### src/rtl/seg_scan_8421_2b.sv
// seg_scan_8421_2b
// Display-side consumer of a two-digit 8421 BCD counter. It captures the BCD
// count and the carry pulse, then time-multiplexes both digits onto a shared
// 7-segment bus with one-hot digit enables. It also provides leading-zero
// blanking, a non-BCD error flag and a stretched carry indication on the
// decimal point.
//
// Ports:
//   CP   in   1  clock, rising edge
//   CR   in   1  asynchronous clear, active-low
//   EN   in   1  scan enable; 0 = display dark, scan position held
//   LD   in   1  capture strobe for D
//   D    in   8  BCD value, D[7:4] = tens, D[3:0] = ones
//   TC   in   1  carry pulse from the counter
//   SEG  out  7  segments {g,f,e,d,c,b,a}, registered
//   DP   out  1  decimal point, registered
//   AN   out  2  one-hot digit enables, AN[0] = ones, AN[1] = tens
//   ERR  out  1  captured value holds a nibble above 9
module seg_scan_8421_2b #(
  parameter int SCAN_DIV       = 1000,
  parameter int STRETCH_LEN    = 50000,
  parameter int BLANK_LZ       = 1,
  parameter int SEG_ACTIVE_LOW = 0
) (
  input  logic       CP,
  input  logic       CR,
  input  logic       EN,
  input  logic       LD,
  input  logic [7:0] D,
  input  logic       TC,
  output logic [6:0] SEG,
  output logic       DP,
  output logic [1:0] AN,
  output logic       ERR
);

  localparam int PW = $clog2(SCAN_DIV);
  localparam int SW = $clog2(STRETCH_LEN + 1);
  localparam logic [PW-1:0] PRESC_LAST   = PW'(SCAN_DIV - 1);
  localparam logic [SW-1:0] STRETCH_LOAD = SW'(STRETCH_LEN);

  // Output polarity: XOR with this turns active-high patterns into the
  // level the panel wants. "Off" is therefore simply the polarity itself.
  localparam logic       POL     = (SEG_ACTIVE_LOW != 0);
  localparam logic [6:0] POL7    = {7{POL}};
  localparam logic       BLANK_EN = (BLANK_LZ != 0);

  typedef enum logic {
    ONES = 1'b0,
    TENS = 1'b1
  } digit_t;

  // Active-high {g..a}; anything above 9 shows an "E".
  function automatic logic [6:0] dec7(input logic [3:0] n);
    logic [6:0] s;
    case (n)
      4'd0:    s = 7'h3F;
      4'd1:    s = 7'h06;
      4'd2:    s = 7'h5B;
      4'd3:    s = 7'h4F;
      4'd4:    s = 7'h66;
      4'd5:    s = 7'h6D;
      4'd6:    s = 7'h7D;
      4'd7:    s = 7'h07;
      4'd8:    s = 7'h7F;
      4'd9:    s = 7'h6F;
      default: s = 7'h79;
    endcase
    return s;
  endfunction

  logic [7:0]    latch_reg;
  digit_t        state_reg, state_next;
  logic [PW-1:0] presc_reg, presc_next;
  logic [SW-1:0] stretch_reg, stretch_next;

  logic [6:0]    seg_reg, seg_next;
  logic          dp_reg, dp_next;
  logic [1:0]    an_reg, an_next;
  logic          err_reg, err_next;

  // Per-nibble decode and range check of the captured value.
  logic [6:0]    nib_seg [2];
  logic [1:0]    nib_bad;

  genvar gi;
  generate
    for (gi = 0; gi < 2; gi++) begin : g_nib
      assign nib_seg[gi] = dec7(latch_reg[gi*4 +: 4]);
      assign nib_bad[gi] = (latch_reg[gi*4 +: 4] > 4'd9);
    end
  endgenerate

  // Capture register: independent of scan enable.
  always_ff @(posedge CP or negedge CR) begin
    if (!CR) begin
      latch_reg <= 8'h00;
    end else if (LD) begin
      latch_reg <= D;
    end
  end

  // Digit FSM and prescaler state.
  always_ff @(posedge CP or negedge CR) begin
    if (!CR) begin
      state_reg <= ONES;
      presc_reg <= '0;
    end else begin
      state_reg <= state_next;
      presc_reg <= presc_next;
    end
  end

  always_comb begin
    state_next = state_reg;
    presc_next = presc_reg;
    if (EN) begin
      if (presc_reg == PRESC_LAST) begin
        presc_next = '0;
        state_next = (state_reg == ONES) ? TENS : ONES;
      end else begin
        presc_next = presc_reg + PW'(1);
      end
    end
  end

  // Carry stretcher: a new TC always reloads, including on the edge where the
  // count would otherwise have expired.
  always_comb begin
    stretch_next = stretch_reg;
    if (TC) begin
      stretch_next = STRETCH_LOAD;
    end else if (stretch_reg != '0) begin
      stretch_next = stretch_reg - SW'(1);
    end
  end

  always_ff @(posedge CP or negedge CR) begin
    if (!CR) begin
      stretch_reg <= '0;
    end else begin
      stretch_reg <= stretch_next;
    end
  end

  // Output stage, computed from the current (pre-edge) state so every output
  // lags its source by exactly one clock.
  always_comb begin
    seg_next = 7'h00;
    dp_next  = 1'b0;
    an_next  = 2'b00;
    err_next = |nib_bad;
    if (EN) begin
      if (state_reg == ONES) begin
        an_next  = 2'b01;
        seg_next = nib_seg[0];
        dp_next  = (stretch_reg != '0);
      end else begin
        an_next  = 2'b10;
        seg_next = (BLANK_EN && (latch_reg[7:4] == 4'd0)) ? 7'h00 : nib_seg[1];
      end
    end
  end

  always_ff @(posedge CP or negedge CR) begin
    if (!CR) begin
      seg_reg <= POL7;
      dp_reg  <= POL;
      an_reg  <= 2'b00;
      err_reg <= 1'b0;
    end else begin
      seg_reg <= seg_next ^ POL7;
      dp_reg  <= dp_next ^ POL;
      an_reg  <= an_next;
      err_reg <= err_next;
    end
  end

  assign SEG = seg_reg;
  assign DP  = dp_reg;
  assign AN  = an_reg;
  assign ERR = err_reg;

endmodule

### config.mk
export PLATFORM = sky130hd
export DESIGN_NAME = seg_scan_8421_2b
export DESIGN_NICKNAME = d
export VERILOG_FILES = /design/src/rtl/seg_scan_8421_2b.sv
export SDC_FILE = /design/constraint.sdc
export NUM_CORES = 1
export LEC_CHECK = 0
export ABC_AREA = 1
export CAP_MARGIN = 20
export CORE_ASPECT_RATIO = 1.1
export CORE_MARGIN = 2
export CORE_UTILIZATION = 52
export CTS_CLUSTER_DIAMETER = 120
export DETAILED_ROUTE_END_ITERATION = 10
export PLACE_DENSITY_LB_ADDON = 0.15
export SYNTH_ARGS = -nofsm -noshare
export SYNTH_HDL_FRONTEND = slang
export SYNTH_SLANG_ARGS = --single-unit
### constraint.sdc
create_clock -name CP -period 1.3 [get_ports CP]
set_input_delay 0.39 -clock CP [delete_from_list [all_inputs] [get_ports CP]]
set_output_delay 0.39 -clock CP [all_outputs]
set_load 0.03 [all_outputs]
==> results of run 1 <==
==> layout make-up <==
cell class / count / area [µm²]
Fill cell: 347 / 1380
Multi-Input combinational cell: 221 / 1365
Sequential cell: 46 / 1154
Timing Repair Buffer: 53 / 470.5
Inverter: 45 / 171.4
Clock buffer: 7 / 76.32
Tap cell: 56 / 70.07
Clock inverter: 1 / 30.03
==> final timing paths <==
kind                                 from              to  cells past startpoint
min in group CP            stretch_reg[1]  stretch_reg[1]                      2
max in group asynchronous              CR    presc_reg[5]                      2
setup / recovery           stretch_reg[1]  stretch_reg[6]                     10
hold / removal                         CR  stretch_reg[2]                      2
hold reg to reg            stretch_reg[1]  stretch_reg[1]                      2
setup reg to reg           stretch_reg[1]  stretch_reg[6]                     10
==> placed cells by master, fill, tap and decap left out, drive strengths merged <==
cell,instances
inv,45
nand4,6
or2,4
bufinv,1
nand3b,2
nor3,3
nand3,24
a22o,1
buf,42
o21bai,2
dfrtp,46
xnor2,1
ha,14
a31oi,2
clkbuf,7
nand2,73
a21oi,13
nor2,41
xor2,3
clkdlybuf4s50,10
o22ai,2
dlygate4sd2,1
a21boi,1
o21ai,29
==> power by group <==
part	leakage (nW)	switching [mW]	internal (mW)
combinational	1.04	0.657	0.505
sequential	0.553	0.251	1.62
clock	0.0524	0.469	0.576
==> metrics by stage <==
step | setup TNS [ps] | std cells | setup WS, ps | hold WS, ps | cell area [µm²]
2_1_floorplan | 0 | 315 | 15.43 | 94.41 | 2596
3_3_place_gp | -6864 | 413 | -389.4 | 392.3 | 3038
3_5_place_dp | -7492 | 413 | -462.4 | 390.9 | 3038
4_1_cts | -801.8 | 425 | -116.6 | 60.21 | 3202
5_1_grt | -2666 | 429 | -173.8 | 76.09 | 3337
6_report | -965.3 | 429 | -101.0 | 49.44 | 3337
==> critical path, cell delays in order, from the launching register on <==
cell	delay, ps
dfrtp_1	390
inv_2	80
ha_4	140
nand3_4	110
buf_12	160
nor2_4	120
buf_4	120
nand2_1	40
nand3_1	70
nand2_1	50
inv_1	40
==> cell families (layout without fill, tap and decap cells) <==
logic type               Yosys count  in the layout  synth area share (%)
flip-flops                        46             46                 44.55
AND/OR/NAND/NOR                  153            153                 29.49
XOR/XNOR                           4              4                 1.356
AO/OA/AOI/OAI                     50             50                 10.56
buffers and inverters             48            106                 7.264
adder cells (fa/ha/maj)           14             14                 6.780
==> per-layer routing <==
metal	vias to the layer above	wire, µm	GRT usage (%)
met5	-	0	0
met4	0	102	6.604
met3	10	207	4.286
met2	49	2705	33.61
met1	1018	2400	25.63
li1	1123	-	-
==> repair_timing <==
action                                  4_1_cts  5_1_grt
gates resized for setup                       8       29
endpoints found under the hold margin         0        0
hold buffers                                  0        0
pin swaps                                    11       14
buffers inserted                              4        4
endpoints found under the setup margin       29       28
==> impl_metrics.yaml, run 1 <==
floorplan:
  die_height_um: 77.93
  rows: 26
  start_util_pct: 54.77
  ios: 24
  fp.dieW_um: 71.21
  core_um2: 4717
  dieArea_um2: 5549
finish:
  largest_reg_flops: 16
  final_util_pct: 70.74
  area_delta_synth_final_pct: 29.15
  diodes: 0
  nets: 399
  drive_gt1_share_pct: 25.47
grt:
  grt_max_degree: 47
  grt_antenna_before_repair: 0
  grt_pass1_vias: 2020
  track_usage_pct: 20.05
  grt.overflow.total: 0
  grt_pass1_wl_mm: 8.749
timing:
  worst_slack_ps: -101.0
  setup_viol: 20
  grt_setup_unrepaired: "yes"
  tightest_slew_ps: 451.1
  drv_slew: 0
  fin_crit_ps: 1401
  relSlewSlack_pct: 69.93
  fmax_mhz: 713.8
  fin_crit_sh_pct: 107.8
  hold_violations: 0
  finalClockSkew_ps: 8.014
clock_tree:
  cts_sinks: 46
  numCtsBuffers: 5
  ctsHtreeMaxLevel: 2
  tritoncts: "yes"
  clk_latency_ps: 300
  root_buffer: "clkbuf_8"
  cts.clk_slew.worst_paths_ps: 80
  clk_path_buf_depth: 2
yosys:
  synth_top_area_share_pct: 44.55
  syn-cell-area_um2: 2584
  seq_area_frac_synth_pct: 44.55
  synthTopCellsByArea: "dfrtp_1 (45%), nand2_1 (10%), ha_1 (6.8%), inv_1 (5.8%), o21ai_0 (4.8%)"
  synth_edf_count: 0
  avgSynthCellArea_um2: 8.202
  synth.largest_area_cell: "dfrtp_1"
  yosys.cell_count.top_type: "nand2_1"
  synthFlopType: "dfrtp_1"
  yosysWarnings: 0
  synth_cells: 315
  ys_types: 35
  synth_fp_nets: 342
  synth_common_cells: "nand2_1 (71), dfrtp_1 (46), inv_1 (40)"
  ys_ff_latch: 46
  synthArstFlopShare_pct: 100.0
flow_run:
  cap_violations: 0
placed_design:
  io_buffers: 23
  hpwlAfterDp_mm: 3.761
  gp_congestion: 0.8553
setup_path:
  critPathCaptureType: "register"
  worstPathRequired_ps: 1540
  cp-start-kind: "register"
  worstPathArrival_ps: 1640
  critPathMaxFanout: 5
  r2r_slack_ps: -100
  critPathKind: "register to register"
detailed_routing:
  via_per_inst: 5.128
  drc: 0
  initialDrtViolationCount: 133
  routedWlPerCell_um: 12.62
  vias: 2200
  wirelength_mm: 5.416
  drtPass1Iterations: 4
  ant_nets: 0
pwr:
  power_density_nw_per_um2: 1223
  power_mw: 4.082
  power_leakage_nw: 1.648
  ir_drop_mv: 0.9372
run_status:
  status: "complete, but fails checks"
  violations: "setup timing"
worst_hold_path:
  hold_class: "input port to asynchronous set/reset pin"
Power figures use the tool's default switching activity.
==> run 2, diff against run 1 <==
--- a/config.mk
+++ b/config.mk
@@ -8,11 +8,13 @@
 export ABC_AREA = 1
 export CAP_MARGIN = 20
 export CORE_ASPECT_RATIO = 1.1
-export CORE_MARGIN = 2
+export CORE_MARGIN = 4
 export CORE_UTILIZATION = 52
 export CTS_CLUSTER_DIAMETER = 120
 export DETAILED_ROUTE_END_ITERATION = 10
+export MAX_ROUTING_LAYER = met4
 export PLACE_DENSITY_LB_ADDON = 0.15
+export SLEW_MARGIN = 20
 export SYNTH_ARGS = -nofsm -noshare
 export SYNTH_HDL_FRONTEND = slang
 export SYNTH_SLANG_ARGS = --single-unit
==> run 2 against run 1 <==
Effect of this change: the run still ends with setup timing left; core utilization down 1.8 points; worst setup slack better by 18 ps; critical path depth down 3; non-clock buffer count down 2; flip-flop and latch count unchanged; register-to-register slack better by 20 ps; highest routed layer unchanged.
==> impl_metrics.yaml, run 2 (same netlist as run 1, synthesis figures left out) <==
timing:
  relSlewSlack_pct: 78.45
  fin_crit_sh_pct: 106.4
  finalClockSkew_ps: 7.982
  drv_slew: 0
  setup_viol: 17
  worst_slack_ps: -83.01
  hold_violations: 0
  hold_ws_ps: 465.7
  fmax_mhz: 723.1
  grt_setup_unrepaired: "yes"
  fin_crit_ps: 1383
  tightest_slew_ps: 323.3
finish:
  nets: 397
  area_delta_synth_final_pct: 25.86
  largest_reg_flops: 16
  final_cell_mix: "nand2_1 (69), dfrtp_1 (45), buf_4 (34), inv_1 (33), nor2_1 (28)"
  final_common_cell: "nand2_1"
  drive_gt1_share_pct: 23.72
  diodes: 0
setup_path:
  cp-start-kind: "register"
  reg2regPathDepth: 7
  r2r_slack_ps: -80
  critPathCaptureType: "register"
  critPathMaxFanout: 4
  r2r-end: "presc_reg[8]"
  startpoint: "presc_reg[0]"
  worstPathArrival_ps: 1560
  critPathKind: "register to register"
  crit_path_end: "presc_reg[8]"
  reg2reg_from: "presc_reg[0]"
  worstPathRequired_ps: 1480
placed_design:
  io_buffers: 23
  dp_slack_ps: -439.8
  hpwlAfterDp_mm: 3.930
  gp_congestion: 0.8689
detailed_routing:
  initialDrtViolationCount: 84
  drtPass1Iterations: 4
  vias: 2151
  via_per_inst: 5.037
  routedWlPerCell_um: 12.38
  drc: 0
  ant_nets: 0
  wirelength_mm: 5.288
flow_run:
  cap_violations: 0
pwr:
  ir_drop_mv: 0.7026
  power_density_nw_per_um2: 1198
  power_leakage_nw: 1.603
  power_mw: 3.897
grt:
  track_usage_pct: 19.31
  grt.overflow.total: 0
  grt_pass1_vias: 1976
  grt_max_degree: 41
  grt_antenna_before_repair: 0
  grt_pass1_wl_mm: 8.859
floorplan:
  fp.dieW_um: 75.21
  core_um2: 4717
  start_util_pct: 54.77
  rows: 26
  dieArea_um2: 6162
  die_height_um: 81.93
  ios: 24
worst_hold_path:
  hold_class: "input port to asynchronous set/reset pin"
clock_tree:
  root_buffer: "clkbuf_8"
  clk_path_buf_depth: 2
  cts_sinks: 46
  clk_latency_ps: 290
  numCtsBuffers: 5
  ctsHtreeMaxLevel: 2
  cts.clk_slew.worst_paths_ps: 90
  tritoncts: "yes"
run_status:
  status: "complete, but fails checks"
  violations: "setup timing"
==> run 2: cell count changes in the layout (fill, tap and decap cells not counted), sizes merged <==
cell and change:
clkinvlp +1, clkdlybuf4s15 +1, clkbuf -1, dlygate4sd2 -1
buf -3, dlygate4sd3 +1
==> run 2: area by class of cell <==
cell class | instances | area, µm²
sequential | 46 | 1152
multi-input combinational | 221 | 1305
fill | 372 | 1465
inverter | 45 | 171.4
clock inverter | 2 | 37.54
timing repair buffer | 51 | 442.9
tap | 56 | 70.07
clock buffer | 6 | 72.57
==> run 2: metrics by stage <==
stage               instance area (µm²)  instances  utilization, %  TNS, ps
detailed placement                 3045        414           64.56    -7415
finish                             3252        427           68.94   -673.1
CTS                                3187        425           67.56   -939.6
floorplan                          2596        315               -        0
global placement                   3045        414           64.56    -6823
global route                       3252        427           68.94    -2231
==> run 2: worst min path at each step <==
stage | start | end | cells after the start
2_1_floorplan | CR | AN[0] | 0
3_3_place_gp | CR | stretch_reg[2] | 1
3_5_place_dp | CR | stretch_reg[2] | 1
4_1_cts | CR | stretch_reg[2] | 2
5_1_grt | CR | stretch_reg[15] | 2
6_report | CR | stretch_reg[2] | 2
==> run 2: where the power goes <==
part | switching, mW | internal, mW | leakage [nW]
Clock | 0.479 | 0.574 | 0.0514
Combinational | 0.595 | 0.426 | 0.998
Sequential | 0.202 | 1.62 | 0.554
Total | 1.28 | 2.62 | 1.60
==> run 2: metal layers <==
metal / GRT usage [%] / up-vias / wire [µm]
li1: - / 1118 / -
met1: 23.05 / 980 / 2320
met2: 32.93 / 47 / 2663
met3: 3.672 / 6 / 222
met4: 5.944 / 0 / 80
met5: - / - / 0
==> run 2: what timing repair did <==
item	CTS	global route
buffers inserted	2	2
gates resized for setup	5	20
pin swaps	7	11
endpoints found under the hold margin	6	0
setup endpoints to repair	29	28
hold buffers	1	0
==> run 2: critical path, stage by stage, from the launching register on <==
cell     delay (ps)
dfrtp_1         360
ha_2            190
nand2_2          80
buf_6           130
nor2_4          140
nand4_4         100
a21oi_1         210
nor2_1           70
